[src/rtl/bitwise_nand_bist.sv]
// Exhaustive self-test engine for a bitwise NAND unit: sweeps every operand pair,
// checks the returned result against a golden pipeline and reports pass/fail.
`timescale 1ns/1ps

module bitwise_nand_bist #(
    parameter int WIDTH   = 4,
    parameter int LATENCY = 0,
    parameter int ERR_W   = 16
) (
    input  logic             i_clk,
    input  logic             i_rst_n,
    input  logic             i_start,
    output logic [WIDTH-1:0] o_var1,
    output logic [WIDTH-1:0] o_var2,
    input  logic [WIDTH-1:0] i_res,
    output logic             o_busy,
    output logic             o_done,
    output logic             o_pass,
    output logic [ERR_W-1:0] o_err_count,
    output logic             o_first_err_valid,
    output logic [WIDTH-1:0] o_first_err_var1,
    output logic [WIDTH-1:0] o_first_err_var2,
    output logic [WIDTH-1:0] o_first_err_res
);

    // state | meaning
    // IDLE  | waiting for the first start after reset
    // RUN   | driving one operand pair per clock
    // DRAIN | sweep issued, waiting for the last results to come back
    // DONE  | status valid and held until the next start

    localparam int VW = 2 * WIDTH;
    localparam int EW = 1 + 3 * WIDTH;
    localparam int DW = (LATENCY > 1) ? $clog2(LATENCY) : 1;
    localparam logic [DW-1:0] DRAIN_LOAD = DW'((LATENCY > 0) ? LATENCY - 1 : 0);

    typedef enum logic [1:0] {
        S_IDLE,
        S_RUN,
        S_DRAIN,
        S_DONE
    } state_t;

    state_t          state;
    state_t          state_nxt;
    logic [VW-1:0]   vec_cnt;
    logic            drv_valid;
    logic [DW-1:0]   drain_cnt;
    logic [EW-1:0]   drv_entry;
    logic [EW-1:0]   chk_entry;
    logic            start_ok;
    logic            last_vec;
    logic            chk_valid;
    logic [WIDTH-1:0] chk_golden;
    logic [WIDTH-1:0] chk_var1;
    logic [WIDTH-1:0] chk_var2;
    logic            mismatch;
    logic [ERR_W-1:0] err_nxt;

    assign start_ok = i_start && ((state == S_IDLE) || (state == S_DONE));
    assign last_vec = (vec_cnt == '1);

    always_comb begin
        state_nxt = state;
        case (state)
            S_IDLE:  if (i_start) state_nxt = S_RUN;
            S_RUN:   if (last_vec) state_nxt = (LATENCY > 0) ? S_DRAIN : S_DONE;
            S_DRAIN: if (drain_cnt == '0) state_nxt = S_DONE;
            S_DONE:  if (i_start) state_nxt = S_RUN;
            default: state_nxt = S_IDLE;
        endcase
    end

    // Each entry travels with its operands so a failure can be reported by vector.
    assign drv_entry = {drv_valid, ~(o_var1 & o_var2), o_var1, o_var2};

    generate
        if (LATENCY == 0) begin : g_comb
            assign chk_entry = drv_entry;
        end else begin : g_pipe
            logic [EW-1:0] pipe [LATENCY];
            always_ff @(posedge i_clk or negedge i_rst_n) begin
                if (!i_rst_n) begin
                    for (int i = 0; i < LATENCY; i++) pipe[i] <= '0;
                end else begin
                    pipe[0] <= drv_entry;
                    for (int i = 1; i < LATENCY; i++) pipe[i] <= pipe[i-1];
                end
            end
            assign chk_entry = pipe[LATENCY-1];
        end
    endgenerate

    assign chk_valid  = chk_entry[EW-1];
    assign chk_golden = chk_entry[EW-2 -: WIDTH];
    assign chk_var1   = chk_entry[2*WIDTH-1 -: WIDTH];
    assign chk_var2   = chk_entry[WIDTH-1:0];
    assign mismatch   = chk_valid && (i_res != chk_golden);
    assign err_nxt    = (mismatch && !(&o_err_count)) ? o_err_count + 1'b1 : o_err_count;

    always_ff @(posedge i_clk or negedge i_rst_n) begin
        if (!i_rst_n) begin
            state             <= S_IDLE;
            vec_cnt           <= '0;
            drv_valid         <= 1'b0;
            drain_cnt         <= '0;
            o_var1            <= '0;
            o_var2            <= '0;
            o_busy            <= 1'b0;
            o_done            <= 1'b0;
            o_pass            <= 1'b0;
            o_err_count       <= '0;
            o_first_err_valid <= 1'b0;
            o_first_err_var1  <= '0;
            o_first_err_var2  <= '0;
            o_first_err_res   <= '0;
        end else begin
            state  <= state_nxt;
            o_busy <= (state_nxt == S_RUN) || (state_nxt == S_DRAIN);
            o_done <= (state_nxt == S_DONE);
            if (start_ok) begin
                vec_cnt           <= '0;
                drv_valid         <= 1'b1;
                o_var1            <= '0;
                o_var2            <= '0;
                o_pass            <= 1'b0;
                o_err_count       <= '0;
                o_first_err_valid <= 1'b0;
                o_first_err_var1  <= '0;
                o_first_err_var2  <= '0;
                o_first_err_res   <= '0;
            end else begin
                if (state == S_RUN) begin
                    if (last_vec) begin
                        drv_valid <= 1'b0;
                        o_var1    <= '0;
                        o_var2    <= '0;
                        drain_cnt <= DRAIN_LOAD;
                    end else begin
                        vec_cnt          <= vec_cnt + 1'b1;
                        {o_var1, o_var2} <= vec_cnt + 1'b1;
                    end
                end
                if ((state == S_DRAIN) && (drain_cnt != '0)) drain_cnt <= drain_cnt - 1'b1;
                o_err_count <= err_nxt;
                if (mismatch && !o_first_err_valid) begin
                    o_first_err_valid <= 1'b1;
                    o_first_err_var1  <= chk_var1;
                    o_first_err_var2  <= chk_var2;
                    o_first_err_res   <= i_res;
                end
                // The final compare lands on the DONE edge, so pass must see it.
                if ((state_nxt == S_DONE) && (state != S_DONE)) o_pass <= (err_nxt == '0);
            end
        end
    end

endmodule
[config.mk]
export PLATFORM = sky130hd
export DESIGN_NAME = bitwise_nand_bist
export DESIGN_NICKNAME = d
export VERILOG_FILES = /design/src/rtl/bitwise_nand_bist.sv
export SDC_FILE = /design/constraint.sdc
export NUM_CORES = 1
export LEC_CHECK = 0
export ABC_CLOCK_PERIOD_IN_PS = 2600
export CAP_MARGIN = 20
export CORE_UTILIZATION = 53
export DETAILED_ROUTE_END_ITERATION = 8
export PLACE_DENSITY = 0.8
export SYNTH_ARGS = -nofsm -noshare
export SYNTH_HDL_FRONTEND = slang
export SYNTH_SLANG_ARGS = --single-unit
[constraint.sdc]
create_clock -name i_clk -period 2.6 [get_ports i_clk]
set_input_delay 0.78 -clock i_clk [delete_from_list [all_inputs] [get_ports i_clk]]
set_output_delay 0.78 -clock i_clk [all_outputs]
set_load 0.005 [all_outputs]
==> results.sh, run 1 <==
export IMPL_power_total_mw=3.07
export IMPL_synth_flop_cell="dfrtp_1"
export IMPL_fin_ws_ns=0.0918
export IMPL_post_place_ws_ns=-0.483
export IMPL_p_comb_share_pct=44.0
export IMPL_diodes=0
export IMPL_dp_cells=416
export IMPL_grt_pass1_vias=2209
export IMPL_postSynthCellCount=293
export IMPL_swShare_pct=36.0
export IMPL_pwr_share_seq_pct=38.4
export IMPL_crit_type="primary input to flop"
export IMPL_cp_num_buf_inv=3
export IMPL_synth_edf_count=0
export IMPL_cp_common_cell="buf_4"
export IMPL_vias=2404
export IMPL_instances_no_fill=426
export IMPL_avgSynthCellArea_um2=9.59
export IMPL_min_delay_path_class="primary input to asynchronous set/reset pin"
export IMPL_htreeDepth=2
export IMPL_cts_buffers=5
export IMPL_antenna_found_initial=0
export IMPL_fmax_mhz=399
export IMPL_insertion_delay_ns=0.30
export IMPL_die_w_um=74.8
export IMPL_die_area_mm2=0.00560
export IMPL_grt_usage_pct=24.5
export IMPL_async_flop_share_pct=100
export IMPL_start_util_pct=55.0
export IMPL_p_leak_nw=1.64
export IMPL_seq_area_frac_synth_pct=46.3
export IMPL_portBuffers=46
export IMPL_slew_viol_final=0
export IMPL_ys_warn_count=0
export IMPL_wl_per_cell_um=14.9
export IMPL_ys_ff_latch=52
export IMPL_drc=0
export IMPL_grt_max_degree=40
export IMPL_place_congestion=0.887
export IMPL_maxCapViolCount=0
export IMPL_period_share_pct=96.5
export IMPL_setup_violations=0
export IMPL_p_per_area_mw_per_mm2=837
export IMPL_max_stage_delay_ns=0.36
export IMPL_core_area_mm2=0.00511
export IMPL_crit_family="compound AO/OA/AOI/OAI gates"
export IMPL_p_sw_mw=1.11
export IMPL_clock_path_buffers=2
export IMPL_period_minus_slack_ns=2.51
export IMPL_layout_drive_gt1_share_pct=16.0
export IMPL_syn_to_final_growth_pct=30.5
export IMPL_syn_cell_area_mm2=0.00281
export IMPL_status="finished, final reports clean"
export IMPL_cts_sinks=52
export IMPL_drtIter0Drc=132
export IMPL_clkPwrFrac_pct=17.6
export IMPL_final_util_pct=71.8
export IMPL_hold_ws_ns=0.472
export IMPL_crit_path_max_fanout=3
export IMPL_cts_root_buf="clkbuf_8"
export IMPL_clkTransAtPathRegs_ns=0.10
export IMPL_cts_tree="done"
export IMPL_die_h_um=74.8
export IMPL_drt_total_wl_mm=6.35
export IMPL_hold_viol=0
export IMPL_drt_pass1_iterations=4
export IMPL_io_pins=47
export IMPL_path_cells="clkdlybuf4s15_1 > and3_4 > nor4_4 > buf_4 > a2111oi_2 > buf_4 > mux2i_2 > o211a_1 > nand4_1 > o31ai_2"
export IMPL_overflow=0
export IMPL_fin_skew_ns=0.0111
export IMPL_cts_hold_buf=0
export IMPL_layout_nets=368
export IMPL_vias_per_cell=5.64
export IMPL_cp_end_kind="flop"
export IMPL_required_ns=2.80
export IMPL_ir_drop_mv=0.619
export IMPL_ys_types=50
export IMPL_core_rowCount=26
export IMPL_internal_power_mw=1.96
export IMPL_worstPathArrival_ns=2.71
export IMPL_slew_headroom_pct=61.1
export IMPL_drtAntennaViolNets=0
export IMPL_grt_pass1_wl_mm=10.4
export IMPL_tightest_slew_ns=0.583
export IMPL_critPathSlowestCell="a2111oi_2"
export IMPL_syn_num_nets=306
export IMPL_crit_path_start_kind="primary input"
export IMPL_dp_hpwl_mm=4.62
## cell type report
| cell class | instances | area [um^2] |
|---|---|---|
| clock buffer | 6 | 72.6 |
| fill | 401 | 1440 |
| multi-input combinational | 220 | 1490 |
| clock inverter | 2 | 35.0 |
| inverter | 6 | 22.5 |
| sequential | 52 | 1300 |
| tap | 70 | 87.6 |
| timing repair buffer | 70 | 657 |
## metrics by stage
stage,area [um^2],TNS (ns)
finish,3670,0
global route,3670,-0.00925
detailed placement,3480,-2.50
floorplan,2810,0
CTS,3610,0
global placement,3480,-1.63
## kinds of logic (layout without fill, tap and decap cells)
| logic type | count (synthesis) | count (layout) | share of synthesized area, % |
|---|---|---|---|
| AOI/OAI and AO/OA | 51 | 51 | 13.1 |
| xor gates and xnor gates | 23 | 23 | 7.17 |
| adders and majority gates | 6 | 6 | 2.67 |
| buffers and inverters | 21 | 84 | 3.16 |
| DFF | 52 | 52 | 46.3 |
| muxes | 6 | 6 | 2.18 |
| and+or+nand+nor | 134 | 134 | 25.4 |
## worst paths after layout
path / from / to / slack (ns) / depth (start not counted)
worst min register to register: drain_cnt / drain_cnt / 0.50 / 1
worst max register to register: o_err_count[1] / o_pass / 0.12 / 9
worst min-delay path: i_rst_n / o_busy / 0.47 / 1
min in group i_clk: drain_cnt / drain_cnt / 0.50 / 1
max in group asynchronous: i_rst_n / o_var2[3] / 1.59 / 2
worst max-delay path: i_res[2] / o_pass / 0.09 / 10
## metal layers
layer  vias up  wire length (um)  track usage (%)
met5         -                 0                0
li1       1163                 -                -
met2        68              3000             38.0
met1      1164              2980             34.4
met4         0                90             8.60
met3         9               288             4.55
## cell usage in the layout, fill, tap and decap left out, drive strengths merged, types with 6 or more instances in the layout
| master | netlist | final |
|---|---|---|
| nand4 | 11 | 11 |
| dfrtp | 52 | 52 |
| clkdlybuf4s50 | 0 | 41 |
| inv | 6 | 6 |
| ha | 6 | 6 |
| xor2 | 14 | 14 |
| nand3 | 17 | 17 |
| xnor2 | 9 | 9 |
| a22o | 12 | 12 |
| nor3 | 6 | 6 |
| clkbuf | 12 | 6 |
| and3 | 12 | 12 |
| nor2 | 45 | 45 |
| buf | 3 | 25 |
| nand2 | 20 | 20 |
| a21oi | 13 | 13 |
## power by group through the flow
stage / Sequential, mW / Combinational [mW] / Clock (mW)
4_1_cts: 1.17 / 1.32 / 0.555
6_report: 1.18 / 1.35 / 0.539
3_3_place_gp: 1.18 / 1.27 / 0
5_1_grt: 1.20 / 1.50 / 0.586
3_5_place_dp: 1.19 / 1.30 / 0
2_1_floorplan: 1.16 / 0.708 / 0
## sequential cells by signal, summed over array words and instances, names as in the netlist, 2 cells and up
register	count
o_err_count	16
o_first_err_res	4
o_first_err_var1	4
o_first_err_var2	4
o_var1	4
o_var2	4
state	2
vec_cnt	8
## synth_stat cells (9+ instances only)
cell type	instances	area, um^2
a21oi_1	13	65.1
a22o_1	12	105
and3_1	11	68.8
clkbuf_1	12	45.0
dfrtp_1	52	1300
nand2_1	20	75.1
nand3_1	17	85.1
nand4_1	9	56.3
nor2_1	44	165
xnor2_1	9	78.8
xor2_1	14	123
## what timing repair did
| action | in CTS | in global routing |
|---|---|---|
| endpoints found under the setup margin | 1 | 1 |
| buffers inserted | 0 | 2 |
| gates resized for setup | 12 | 11 |
| cloned | 0 | 0 |
| pin swaps | 2 | 2 |
| hold endpoints to repair | 0 | 0 |
No activity file was read; power rests on OpenSTA's default activity.
==> run 2: changes to the inputs <==
--- a/config.mk
+++ b/config.mk
@@ -6,8 +6,9 @@
 export NUM_CORES = 1
 export LEC_CHECK = 0
 export ABC_CLOCK_PERIOD_IN_PS = 2600
-export CAP_MARGIN = 20
+export CAP_MARGIN = 0
 export CORE_UTILIZATION = 53
+export CTS_CLUSTER_SIZE = 28
 export DETAILED_ROUTE_END_ITERATION = 8
 export PLACE_DENSITY = 0.8
 export SYNTH_ARGS = -nofsm -noshare
==> results of run 2 <==
Same layout as run 1: the final DEF is identical, and so are final timing and power.
